`src/rtl/tone_gen.sv`:
```
// Square-wave tone generator: counts up from a divider preset to all-ones, toggling SPKS at each wrap.
// Latency: a preset accepted while idle starts on the next edge; while playing it lands at the next half-period boundary.
// Backpressure: TO_RDY drops while the one-entry pending slot is full; the producer holds TO and TO_VLD.
`timescale 1ns/1ps
module tone_gen #(
    parameter int WIDTH = 11
) (
    input  logic             CLK,
    input  logic             RST_N,
    input  logic [WIDTH-1:0] TO,
    input  logic             TO_VLD,
    output logic             TO_RDY,
    output logic             SPKS,
    output logic             TICK,
    output logic             ACTIVE
);

    typedef enum logic {
        IDLE = 1'b0,
        RUN  = 1'b1
    } state_t;

    localparam logic [WIDTH-1:0] ALL_ONES = {WIDTH{1'b1}};

    state_t           state;
    state_t           state_nxt;
    logic [WIDTH-1:0] cnt;
    logic [WIDTH-1:0] act;
    logic [WIDTH-1:0] pend;
    logic             pend_f;
    logic             spks_q;

    logic             boundary;
    logic             pend_rest;
    logic             accept;
    logic             consume;

    always_comb begin
        boundary  = (state == RUN) && (cnt == ALL_ONES);
        pend_rest = (pend == ALL_ONES);
        accept    = TO_VLD && !pend_f;
        consume   = pend_f && ((state == IDLE) || boundary);
    end

    always_ff @(posedge CLK or negedge RST_N) begin
        if (!RST_N) begin
            state <= IDLE;
        end else begin
            state <= state_nxt;
        end
    end

    always_comb begin
        state_nxt = state;
        case (state)
            IDLE:    if (pend_f && !pend_rest) state_nxt = RUN;
            RUN:     if (boundary && pend_f && pend_rest) state_nxt = IDLE;
            default: state_nxt = IDLE;
        endcase
    end

    // accept and consume are mutually exclusive: accept needs the slot empty, consume needs it full
    always_ff @(posedge CLK or negedge RST_N) begin
        if (!RST_N) begin
            cnt    <= ALL_ONES;
            act    <= ALL_ONES;
            pend   <= '0;
            pend_f <= 1'b0;
            spks_q <= 1'b0;
        end else begin
            if (accept) begin
                pend   <= TO;
                pend_f <= 1'b1;
            end else if (consume) begin
                pend_f <= 1'b0;
            end

            if (consume) begin
                act <= pend;
            end

            if (state == IDLE) begin
                spks_q <= 1'b0;
                if (pend_f) begin
                    cnt <= pend;
                end
            end else if (boundary) begin
                cnt    <= pend_f ? pend : act;
                // a rest preset parks the speaker low rather than leaving it mid-level
                spks_q <= (pend_f && pend_rest) ? 1'b0 : ~spks_q;
            end else begin
                cnt <= cnt + WIDTH'(1);
            end
        end
    end

    always_comb begin
        TO_RDY = ~pend_f;
        TICK   = boundary;
        ACTIVE = (state == RUN);
        SPKS   = spks_q;
    end

endmodule

```
`config.mk`:
```
export PLATFORM = sky130hd
export DESIGN_NAME = tone_gen
export DESIGN_NICKNAME = d
export VERILOG_FILES = /design/src/rtl/tone_gen.sv
export SDC_FILE = /design/constraint.sdc
export NUM_CORES = 1
export LEC_CHECK = 0
export ABC_CLOCK_PERIOD_IN_PS = 4900
export CAP_MARGIN = 20
export CORE_UTILIZATION = 60
export DETAILED_ROUTE_END_ITERATION = 10
export GPL_ROUTABILITY_DRIVEN = 0
export PLACE_DENSITY = 0.8
export SLEW_MARGIN = 20
export SYNTH_ARGS = -nofsm -noshare
export SYNTH_HDL_FRONTEND = slang
export SYNTH_SLANG_ARGS = --single-unit
```
`constraint.sdc`:
```
create_clock -name CLK -period 4.9 [get_ports CLK]
set_input_delay 0.49 -clock CLK [delete_from_list [all_inputs] [get_ports CLK]]
set_output_delay 0.49 -clock CLK [all_outputs]
set_load 0.01 [all_outputs]
```
==> impl_metrics.py <==
metrics = {
    "sta": {
        "finalCriticalPeriod_ns": 3.16,
        "fin_skew_ns": 0.0111,
        "setup_viol": 0,
        "slew_violations": 0,
        "setup_tns_ns": 0,
        "holdWs_ns": 0.521,
        "fmax_ghz": 0.316,
        "finalCritPeriodShare": 0.645,
        "rsz0062_at_grt": "no",
        "slew_headroom": 0.352,
        "tightest_slew_ns": 0.970,
        "finalHoldViolCount": 0,
    },
    "yosys": {
        "avgSynthCellArea_sq_um": 11.0,
        "synth_edf_count": 0,
        "synth_warnings": 0,
        "async_reset_ff_frac": 1.00,
        "synthTopCellsByCount": "dfstp_2, nand2_1, dfrtp_1",
        "synth_area_leaders": "dfstp_2, dfrtp_1, mux2_4",
        "synth_cell_types": 44,
        "synth_top_area_cell": "dfstp_2",
        "synth-seq-cells": 36,
        "synth_top_cell_area_share": 0.306,
        "synth_nets": 186,
        "seq_area_frac_synth": 0.492,
        "synth_ff_type": "dfstp_2",
        "netlist_instances": 171,
        "synth_area_sq_um": 1890,
        "synthMostInstantiatedCell": "dfstp_2",
    },
    "worst_hold_path": {
        "holdCritStartpoint": "act[10]",
        "hold_class": "reg -> reg",
        "min_to": "cnt[10]",
        "worstHoldPathCells": 2,
    },
    "worst_setup_path": {
        "reg2reg_from": "cnt[0]",
        "reg2reg_slack_ns": 2.38,
        "timing_worst_setup_path_type": "reg -> out",
        "path_cells": "ha_1, nand3_2, or3_1, nor2_1, clkdlybuf4s50_1",
        "cp.arrival_ns": 2.67,
        "cpMaxStageDelayCell": "dfstp_2",
        "reg2reg_depth": 5,
        "critPathMaxFanout": 11,
        "r2r-end": "act[8]",
        "cp_data_required_time_ns": 4.41,
        "critPathMaxStageDelay_ns": 0.57,
        "end_kind": "output pin",
        "critPathLaunchType": "flip-flop",
    },
    "clock_network": {
        "post_cts_buffers": 0,
        "clk_pin_slew_ns": 0.11,
        "cts_buffers": 5,
        "clk_latency_ns": 0.35,
        "clock_sinks": 36,
        "ctsResizeCount": 0,
        "htree_levels": 2,
        "clk_path_buf_depth": 2,
        "holdBufCountCts": 0,
        "cts_tree": "yes",
        "clock-root-buffer": "clkbuf_4",
    },
    "flow_run": {
        "max_cap_viol_count": 0,
    },
    "die": {
        "ios": 18,
        "core_sq_um": 2880,
        "start_util": 0.656,
        "rows": 19,
        "die-area_sq_um": 3370,
        "die_width_um": 58.1,
        "fp.dieH_um": 58.1,
    },
    "finish": {
        "antennaDiodeCount": 0,
        "drive_gt1_frac": 0.299,
        "nets": 201,
        "area_delta_synth_final_pct": 13.2,
    },
    "route": {
        "totalWireLength_mm": 3.92,
        "first_pass_iters": 4,
        "viasPerCell": 6.18,
        "wl_per_cell_um": 17.1,
        "drtIter0Drc": 88,
        "drcViolationCount": 0,
        "drtAntennaViolNets": 0,
        "num_vias": 1415,
    },
    "placed_design": {
        "port_buffers": 17,
        "place_hpwl_mm": 2.68,
    },
    "grt": {
        "grt_pass1_vias": 1419,
        "grt_pass1_wl_mm": 6.87,
        "grt_antenna_before_repair": 0,
        "grt_max_degree": 37,
        "grt_overflow": 0,
        "grt_usage": 0.278,
    },
    "power": {
        "p_leak_uw": 0.000841,
        "ir_drop_mv": 0.251,
        "powerDensity_nw_per_um2": 405,
    },
    "status": {
        "status": "completed",
    },
}
worst max path at each step:
stage / start / end / slack, ns
global placement: cnt[0] / TICK / 2.19
detailed placement: cnt[0] / TICK / 2.15
finish: cnt[0] / TICK / 1.74
floorplan: cnt[0] / TICK / 2.76
global route: cnt[0] / TICK / 1.60
CTS: cnt[0] / TICK / 1.76
power by group:
part | internal, uW | switching, uW | total, uW
Combinational | 99.1 | 76.6 | 176
Sequential | 401 | 105 | 506
Clock | 84.4 | 98.9 | 183
final cells by class:
class	instances	area, sq um
timing repair buffer	18	178
tap	42	52.6
sequential	36	928
clock buffer	8	68.8
multi-input combinational	121	893
fill	213	741
inverter	4	15.0
per-stage QoR:
stage | util | instance area [sq um] | setup slack (ns) | power [uW] | cells
after global placement | 0.719 | 2070 | 2.19 | 669 | 221
after global routing | 0.742 | 2140 | 1.60 | 909 | 229
after floorplan | - | 1890 | 2.76 | 616 | 171
after CTS | 0.742 | 2140 | 1.76 | 864 | 229
final | 0.742 | 2140 | 1.74 | 865 | 229
after detailed placement | 0.719 | 2070 | 2.15 | 682 | 221
flip-flops by register name, summed over array words and instances, names as in the netlist:
signal / cells
SPKS: 1
pend_f: 1
ACTIVE: 1
cnt: 11
pend: 11
act: 11
worst max-delay path, delay by kind of cell, from the launching register on:
kind / cells / cell delay (ns)
buffers and inverters: 1 / 0.56
adders and majority gates: 1 / 0.25
DFF: 1 / 0.57
and+or+nand+nor: 3 / 0.95
routing by layer:
layer	GRT usage	vias to the layer above	wire length, um	share of wire
met2	0.417	58	1800	0.46
met1	0.388	686	1820	0.47
met4	0.105	0	72	0.018
li1	-	660	-	-
met5	0	-	0	0
met3	0.0759	11	214	0.055
cells by family after synthesis:
group | count (synthesis) | synth area share
flops | 36 | 0.492
simple gates | 58 | 0.162
fa+ha+maj | 1 | 0.00663
buf+inv | 14 | 0.0345
xor+xnor | 2 | 0.00929
mux | 23 | 0.154
compound gates | 37 | 0.141
placed cells by master (no fill, tap or decap), types with 2 or more instances in the layout:
master / instances
dfstp_2: 22
nand2_1: 17
clkdlybuf4s50_1: 17
dfrtp_1: 14
mux2_2: 12
mux2_4: 9
nor3_1: 8
a21oi_1: 8
nor2_1: 7
nand3_1: 6
nand4_1: 5
o22ai_1: 5
clkbuf_4: 5
o21ai_0: 4
inv_1: 3
o211ai_1: 3
o21a_1: 3
a211oi_1: 3
or3_1: 2
and3_1: 2
nand2b_1: 2
xnor2_1: 2
mux2i_1: 2
nor2b_1: 2
nor4_1: 2
a22o_1: 2
clkbuf_8: 2
Note: power is estimated with default switching activity, not from simulation.
